[src/rtl/serial_adder_ctrl_pkg.sv]
// Shared types for the bit-serial adder sequencer: FSM state encoding and
// the operand width limits.
package serial_adder_ctrl_pkg;

  typedef enum logic [1:0] {
    S_IDLE = 2'd0,
    S_RUN  = 2'd1,
    S_DONE = 2'd2
  } state_e;

  localparam int unsigned MIN_WIDTH = 2;
  localparam int unsigned MAX_WIDTH = 32;

  // Counter width for a WIDTH-bit operand; never below one bit.
  function automatic int unsigned cnt_width(input int unsigned width);
    return (width > 2) ? $clog2(width) : 1;
  endfunction

endpackage

[src/rtl/full_adder.sv]
// One-bit full adder cell used as the shared bit-0 datapath of the serial adder.
module full_adder (
  input  logic A,
  input  logic B,
  input  logic C,
  output logic sum,
  output logic carry
);

  assign sum   = A ^ B ^ C;
  assign carry = (A & B) | (A & C) | (B & C);

endmodule

[src/rtl/serial_adder_ctrl.sv]
// Bit-serial adder sequencer: shifts operands LSB-first through one full_adder,
// keeps the carry in a flop between bits and reports {cout,sum} with a done pulse.
module serial_adder_ctrl
  import serial_adder_ctrl_pkg::*;
#(
  parameter int unsigned WIDTH = 8
) (
  input  logic             clk,
  input  logic             rst_n,
  input  logic             start,
  input  logic [WIDTH-1:0] a,
  input  logic [WIDTH-1:0] b,
  input  logic             cin,
  output logic             busy,
  output logic             done,
  output logic [WIDTH-1:0] sum,
  output logic             cout
);

  localparam int unsigned CW = cnt_width(WIDTH);
  localparam logic [CW-1:0] LAST_BIT = CW'(WIDTH - 1);

  state_e           r_state;
  state_e           w_state_nxt;
  logic             w_load;
  logic             w_step;
  logic             w_finish;

  logic [WIDTH-1:0] r_a_sr;
  logic [WIDTH-1:0] r_b_sr;
  logic [WIDTH-2:0] r_s_sr;
  logic             r_carry;
  logic [CW-1:0]    r_bitcnt;
  logic [WIDTH-1:0] r_sum;
  logic             r_cout;

  logic             w_s_bit;
  logic             w_c_out;
  logic [WIDTH-1:0] w_s_ext;

  full_adder u_fa (
    .A     (r_a_sr[0]),
    .B     (r_b_sr[0]),
    .C     (r_carry),
    .sum   (w_s_bit),
    .carry (w_c_out)
  );

  // New sum bit enters at the top; after WIDTH steps the LSB has reached bit 0.
  assign w_s_ext = {w_s_bit, r_s_sr};

  always_ff @(posedge clk or negedge rst_n) begin
    if (!rst_n) begin
      r_state <= S_IDLE;
    end else begin
      r_state <= w_state_nxt;
    end
  end

  always_comb begin
    w_state_nxt = r_state;
    w_load      = 1'b0;
    w_step      = 1'b0;
    w_finish    = 1'b0;
    case (r_state)
      S_IDLE: begin
        if (start) begin
          w_load      = 1'b1;
          w_state_nxt = S_RUN;
        end
      end
      S_RUN: begin
        w_step = 1'b1;
        if (r_bitcnt == LAST_BIT) begin
          w_finish    = 1'b1;
          w_state_nxt = S_DONE;
        end
      end
      S_DONE: begin
        w_state_nxt = S_IDLE;
      end
      default: begin
        w_state_nxt = S_IDLE;
      end
    endcase
  end

  always_ff @(posedge clk or negedge rst_n) begin
    if (!rst_n) begin
      r_a_sr   <= '0;
      r_b_sr   <= '0;
      r_s_sr   <= '0;
      r_carry  <= 1'b0;
      r_bitcnt <= '0;
    end else if (w_load) begin
      r_a_sr   <= a;
      r_b_sr   <= b;
      r_carry  <= cin;
      r_bitcnt <= '0;
    end else if (w_step) begin
      r_a_sr  <= r_a_sr >> 1;
      r_b_sr  <= r_b_sr >> 1;
      r_s_sr  <= w_s_ext[WIDTH-1:1];
      r_carry <= w_c_out;
      // Counter holds on the last bit so it never wraps inside RUN.
      if (!w_finish) begin
        r_bitcnt <= r_bitcnt + CW'(1);
      end
    end
  end

  always_ff @(posedge clk or negedge rst_n) begin
    if (!rst_n) begin
      r_sum  <= '0;
      r_cout <= 1'b0;
    end else if (w_finish) begin
      r_sum  <= w_s_ext;
      r_cout <= w_c_out;
    end
  end

  assign busy = (r_state == S_RUN);
  assign done = (r_state == S_DONE);
  assign sum  = r_sum;
  assign cout = r_cout;

endmodule

[config.mk]
export PLATFORM = sky130hd
export DESIGN_NAME = serial_adder_ctrl
export DESIGN_NICKNAME = d
export VERILOG_FILES = /design/src/rtl/serial_adder_ctrl_pkg.sv /design/src/rtl/full_adder.sv /design/src/rtl/serial_adder_ctrl.sv
export SDC_FILE = /design/constraint.sdc
export NUM_CORES = 1
export LEC_CHECK = 0
export CAP_MARGIN = 30
export CORE_MARGIN = 2
export CORE_UTILIZATION = 46
export CTS_BUF_LIST = sky130_fd_sc_hd__clkbuf_8 sky130_fd_sc_hd__clkbuf_16
export DETAILED_ROUTE_END_ITERATION = 10
export PLACE_DENSITY = 0.79
export SETUP_SLACK_MARGIN = 0.5
export SYNTH_ARGS = -nofsm -noshare
export SYNTH_HDL_FRONTEND = slang
export SYNTH_SLANG_ARGS = --single-unit
[constraint.sdc]
create_clock -name clk -period 1.48 [get_ports clk]
set_clock_uncertainty 0.1 [all_clocks]
set_input_delay 0.148 -clock clk [delete_from_list [all_inputs] [get_ports clk]]
set_output_delay 0.148 -clock clk [all_outputs]
set_load 0.1 [all_outputs]
==> reports/qor.yml, run 1 <==
outcome:
  status: "finished, violations left"
  violations: "setup timing"
floorplan:
  core_area_um2: 3420
  fp-row-count: 21
  ios: 31
  die_y_um: 64.1
  floorplan.initialDensity_pct: 48.7
  fp.dieArea_um2: 4110
  die_x_um: 64.1
setup_path:
  max_stage_delay_ns: 0.44
  r2r-start: "r_state[1]"
  crit_chain: "nand2b_4 > buf_12 > buf_12 > o311ai_1"
  endpoint_kind: "flip-flop"
  worst-r2r-setup-slack_ns: -0.06
  required_ns: 1.54
  ff2ff_path_depth: 4
  critPathKind: "reg -> reg"
  crit_fanout: 6
  critPathLaunch: "r_state[1]"
  slowest_stage: "dfrtp_2"
  critPathArrivalTime_ns: 1.59
  endpoint: "r_bitcnt[0]"
  r2r_end: "r_bitcnt[0]"
  crit_top_cell: "buf_12"
  cp-start-kind: "flip-flop"
pwr:
  power_density_nw_per_um2: 2480
  p_leak_nw: 1.28
  ir_worst_vdd_mv: 1.23
synth:
  ys_seq_area_share_pct: 57.2
  synth_edf_count: 0
  synth_area_leaders: "dfrtp_1 57%, o22ai_1 9.8%, mux2_2 5.4%, nand2_1 5.2%, a21oi_1 4.5%"
  yosys-top-cells-count: "38 x dfrtp_1, 26 x o22ai_1, 23 x nand2_1"
  yosysWarnings: 0
  synth_area_um2: 1660
  synthesis.nets: 176
  synth_flop_cell: "dfrtp_1"
  synth.most_common_cell: "dfrtp_1"
  yosysTopAreaCell: "dfrtp_1"
  synth_top_cell_area_share_pct: 57.2
  synth_cell_types: 26
  ys_ff_latch: 38
  asyncSetResetFlopFracSynth_pct: 100
  syn_inst: 153
  avgSynthCellArea_um2: 10.9
layout:
  num-fill-cells: 150
  drive_above_1_share_pct: 54.5
  syn_to_final_growth_pct: 78.6
  design_area_um2: 2970
  nets: 244
  antennaDiodeCount: 0
routing:
  vias: 1588
  routedWlPerCell_um: 21.3
  routed_wl_um: 5710
  drcViolationCount: 0
  antenna_left: 0
  drtPass1Iterations: 4
  drtIter0Drc: 113
  avgViaCountPerCell: 5.93
clock_network:
  cts_buffers: 5
  path_clk_slew_ns: 0.08
  clock_latency_ns: 0.30
  cts_tree: "built"
  clockBufferDepth: 2
  cts_root_buf: "clkbuf_8"
  post_cts_hold_buffer_count: 0
  htreeDepth: 2
  clock-sinks: 38
timing:
  period_share_pct: 104
  drv_slew: 0
  fin_crit_ns: 1.54
  setup_viol: 6
  max_freq_ghz: 0.650
  rsz0062_at_grt: "yes"
  setup_tns_ns: -0.107
  tightest_slew_ns: 0.393
  max-slew-margin-rel_pct: 73.4
  fin_ws_ns: -0.0574
  hold_viol: 0
place:
  gp_congestion: 0.764
  post-dp-hpwl_um: 2510
  portBuffers: 30
  place_area_um2: 2300
global_routing:
  grt.overflow.total: 0
  grt_util_all_layers_pct: 22.5
  antenna_found_initial: 0
  grt_pass1_wl_um: 6930
  grt_pass1_vias: 1465
  grt_start_max_net_pins: 39
worst_hold_path:
  hold_path.class: "in -> async"
job:
  cap_violations: 0
power breakdown:
group          total, mW  switching (mW)  internal [mW]  leakage [nW]
clock network      0.750           0.376          0.374        0.0472
registers           2.14           0.633           1.51         0.454
logic               4.49            2.30           2.19         0.778
per-layer routing:
layer | track usage [%] | part of all wire, % | vias up
met4 | 7.71 | 3.6 | 0
met3 | 6.16 | 6.8 | 23
met2 | 39.7 | 52 | 85
li1 | - | - | 700
met1 | 26.3 | 38 | 780
met5 | 0 | 0 | -
flip-flops by register name, summed over array words and instances (netlist names):
signal	cells
r_state	2
sum	8
cout	1
r_carry	1
r_s_sr	7
r_b_sr	8
r_a_sr	8
r_bitcnt	3
layout make-up:
cell class	count	area [µm²]	area share [%]
Clock inverter	2	12.5	0.421
Sequential cell	38	953	32.1
Multi-Input combinational cell	104	996	33.5
Inverter	4	30.0	1.01
Timing Repair Buffer	68	837	28.2
Clock buffer	6	82.6	2.78
Tap cell	46	57.6	1.94
critical path, delay by kind of cell, from the launching register on:
| kind | cells | cell delay, ns |
|---|---|---|
| buffers and inverters | 2 | 0.30 |
| DFF | 1 | 0.44 |
| and+or+nand+nor | 1 | 0.20 |
| AOI/OAI and AO/OA | 1 | 0.36 |
worst min path at each step:
stage / start / to / slack (ns) / depth (start not counted)
global placement: r_s_sr[0] / r_s_sr[0] / 0.36 / 2
detailed placement: r_s_sr[0] / r_s_sr[0] / 0.38 / 2
finish: rst_n / r_b_sr[4] / 0.13 / 2
floorplan: rst_n / cout / -0.25 / 0
CTS: rst_n / sum[1] / 0.15 / 2
global route: rst_n / r_b_sr[4] / 0.14 / 2
kinds of logic (layout without fill, tap and decap cells):
logic type / Yosys count / in the layout / synth area share (%)
compound gates: 54 / 54 / 19.3
buf+inv: 13 / 80 / 3.99
flops: 38 / 38 / 57.2
mux: 9 / 9 / 6.09
simple gates: 36 / 38 / 10.8
fa+ha+maj: 3 / 3 / 2.71
metrics by stage:
step | cells | hold slack [ns] | power, mW | worst slack (ns) | util, %
2_1_floorplan | 153 | -0.248 | 4.00 | -0.0115 | -
3_3_place_gp | 230 | 0.363 | 4.85 | 0.0296 | 67.3
3_5_place_dp | 230 | 0.385 | 4.99 | -0.0211 | 67.3
4_1_cts | 260 | 0.146 | 6.19 | 0.0474 | 76.7
5_1_grt | 268 | 0.143 | 7.68 | -0.0943 | 86.9
6_report | 268 | 0.133 | 7.37 | -0.0574 | 86.9
cell usage in the layout (no fill, tap or decap), types with 2 or more instances in the layout:
master	n
dfrtp_1	36
buf_4	20
clkdlybuf4s50_1	19
o22ai_1	14
buf_12	14
nand2_2	12
nand2_1	11
buf_6	11
mux2_4	9
o22ai_4	8
a21oi_2	8
a21oi_1	7
clkbuf_8	6
nand2b_4	4
o22ai_2	4
o21ai_1	4
nor2_4	3
o21ai_0	3
inv_1	2
a2bb2oi_2	2
o21ai_2	2
clkbuf_16	2
dfrtp_2	2
timing repair:
item                                    4_1_cts  5_1_grt
endpoints found under the setup margin       49       49
gates cloned                                  3        3
setup buffers                                19        5
pin swaps                                     9        7
gates resized for setup                      13       49
Note: power is estimated with default switching activity, not from simulation.
==> run 2: changes to the inputs <==
--- a/config.mk
+++ b/config.mk
@@ -10,6 +10,7 @@
 export CORE_UTILIZATION = 46
 export CTS_BUF_LIST = sky130_fd_sc_hd__clkbuf_8 sky130_fd_sc_hd__clkbuf_16
 export DETAILED_ROUTE_END_ITERATION = 10
+export GPL_TIMING_DRIVEN = 1
 export PLACE_DENSITY = 0.79
 export SETUP_SLACK_MARGIN = 0.5
 export SYNTH_ARGS = -nofsm -noshare
==> results of run 2 <==
No change in the layout: final DEF, timing and power equal those of run 1.
==> run 3: changes to the inputs <==
--- a/config.mk
+++ b/config.mk
@@ -16,3 +16,4 @@
 export SYNTH_ARGS = -nofsm -noshare
 export SYNTH_HDL_FRONTEND = slang
 export SYNTH_SLANG_ARGS = --single-unit
+export TNS_END_PERCENT = 50
==> run 3 against run 2 <==
Effect of this change: the flow still finishes with violations (setup timing); setup slack got worse by 0.013 ns; die area did not move; cell count fell by 1.5%; utilization fell by 2.0 points; first-iteration DRC count fell by 19%; sequential cell count did not move; largest cell class unchanged; largest power group unchanged.
==> reports/qor.yml, run 3 (synthesized netlist as in run 1, its figures left out) <==
outcome:
  status: "finished, violations left"
  violations: "setup timing"
floorplan:
  floorplan.initialDensity_pct: 48.7
  core_area_um2: 3420
  fp-row-count: 21
  die_x_um: 64.1
  fp.dieArea_um2: 4110
  die_y_um: 64.1
  ios: 31
place:
  gp_congestion: 0.781
  place_area_um2: 2250
  post-dp-hpwl_um: 2690
  portBuffers: 30
pwr:
  p_total_mw: 7.08
  p_leak_nw: 1.26
  ir_worst_vdd_mv: 1.40
  power_density_nw_per_um2: 2440
setup_path:
  required_ns: 1.61
  worst-r2r-setup-slack_ns: -0.07
  r2r-start: "r_bitcnt[0]"
  endpoint: "r_state[0]"
  critPathArrivalTime_ns: 1.68
  critPathLaunch: "r_bitcnt[0]"
  r2r_end: "r_state[0]"
  cp-start-kind: "flip-flop"
  crit_fanout: 6
  ff2ff_path_depth: 5
  critPathKind: "reg -> reg"
  endpoint_kind: "flip-flop"
timing:
  tightest_slew_ns: 0.516
  setup_viol: 3
  max-slew-margin-rel_pct: 65.6
  rsz0062_at_grt: "yes"
  hold_ws_ns: 0.125
  hold_viol: 0
  fin_crit_ns: 1.55
  drv_slew: 0
  max_freq_ghz: 0.645
  fin_ws_ns: -0.0702
  setup_tns_ns: -0.131
  period_share_pct: 105
global_routing:
  antenna_found_initial: 0
  grt_pass1_vias: 1581
  grt_util_all_layers_pct: 26.1
  grt_start_max_net_pins: 39
  grt.overflow.total: 0
  grt_pass1_wl_um: 8020
clock_network:
  clock_latency_ns: 0.30
  clock-sinks: 38
  cts_buffers: 5
  clockBufferDepth: 2
  htreeDepth: 2
  path_clk_slew_ns: 0.07
  cts_tree: "built"
  cts_root_buf: "clkbuf_8"
  post_cts_hold_buffer_count: 0
worst_hold_path:
  hold_path.class: "in -> async"
routing:
  drtIter0Drc: 91
  avgViaCountPerCell: 6.04
  drtPass1Iterations: 4
  routed_wl_um: 5810
  routedWlPerCell_um: 22.0
  drcViolationCount: 0
  antenna_left: 0
  vias: 1595
layout:
  design_area_um2: 2900
  num-fill-cells: 166
  drive_above_1_share_pct: 52.3
  syn_to_final_growth_pct: 74.5
  final_cell_mix: "35 x dfrtp_1, 21 x nand2_1, 18 x clkdlybuf4s50_1"
  final_common_cell: "dfrtp_1"
  antennaDiodeCount: 0
  nets: 240
job:
  cap_violations: 0
## run 3: worst min-delay path by stage
stage | cells past startpoint | slack [ns] | endpoint
3_3_place_gp | 2 | 0.36 | r_s_sr[0]
6_report | 2 | 0.12 | sum[2]
4_1_cts | 2 | 0.14 | sum[2]
2_1_floorplan | 0 | -0.25 | cout
3_5_place_dp | 2 | 0.38 | r_s_sr[0]
5_1_grt | 2 | 0.14 | r_s_sr[2]
## run 3: where the power goes
| group | switching (mW) | leakage, nW | internal (mW) | total [mW] |
|---|---|---|---|---|
| clock network | 0.373 | 0.0524 | 0.369 | 0.742 |
| logic | 2.23 | 0.755 | 2.00 | 4.23 |
| registers | 0.598 | 0.453 | 1.51 | 2.11 |
| total | 3.20 | 1.26 | 3.88 | 7.08 |
## run 3: repair_timing
item                       CTS  global route
gates resized for setup     37            49
pin swaps                   11            18
cloned                       5             0
setup endpoints to repair   49            49
setup buffers               11             7
## run 3: area by class of cell
type / instances / area [µm²] / area share (%)
multi-input cells: 104 / 1000 / 34.6
repair buffers: 64 / 769 / 26.5
inverters: 4 / 25.0 / 0.862
clock buffers: 6 / 82.6 / 2.85
flip-flops and latches: 38 / 955 / 32.9
well taps: 46 / 57.6 / 1.98
clock inverters: 2 / 8.76 / 0.302
## run 3: routing by layer
| metal | share of wire, % | GRT usage [%] | vias to the layer above |
|---|---|---|---|
| met3 | 4.5 | 7.04 | 20 |
| met2 | 53 | 46.9 | 58 |
| met4 | 3.9 | 8.51 | 0 |
| met1 | 39 | 30.2 | 829 |
| met5 | 0 | 0 | - |
| li1 | - | - | 688 |
## run 3: per-stage QoR
step,setup WS (ns),utilization [%],instances
6_report,-0.0702,84.9,264
5_1_grt,-0.105,84.9,264
4_1_cts,0.0371,77.3,257
3_5_place_dp,-0.0474,65.9,233
3_3_place_gp,-0.0140,65.9,233
2_1_floorplan,-0.0115,-,153
## run 3: worst max-delay path, stage by stage, from the launching register on
cell and delay, ns:
dfrtp_1 0.42, ha_4 0.18, ha_4 0.20, buf_6 0.14, or2b_1 0.25, a21oi_2 0.17
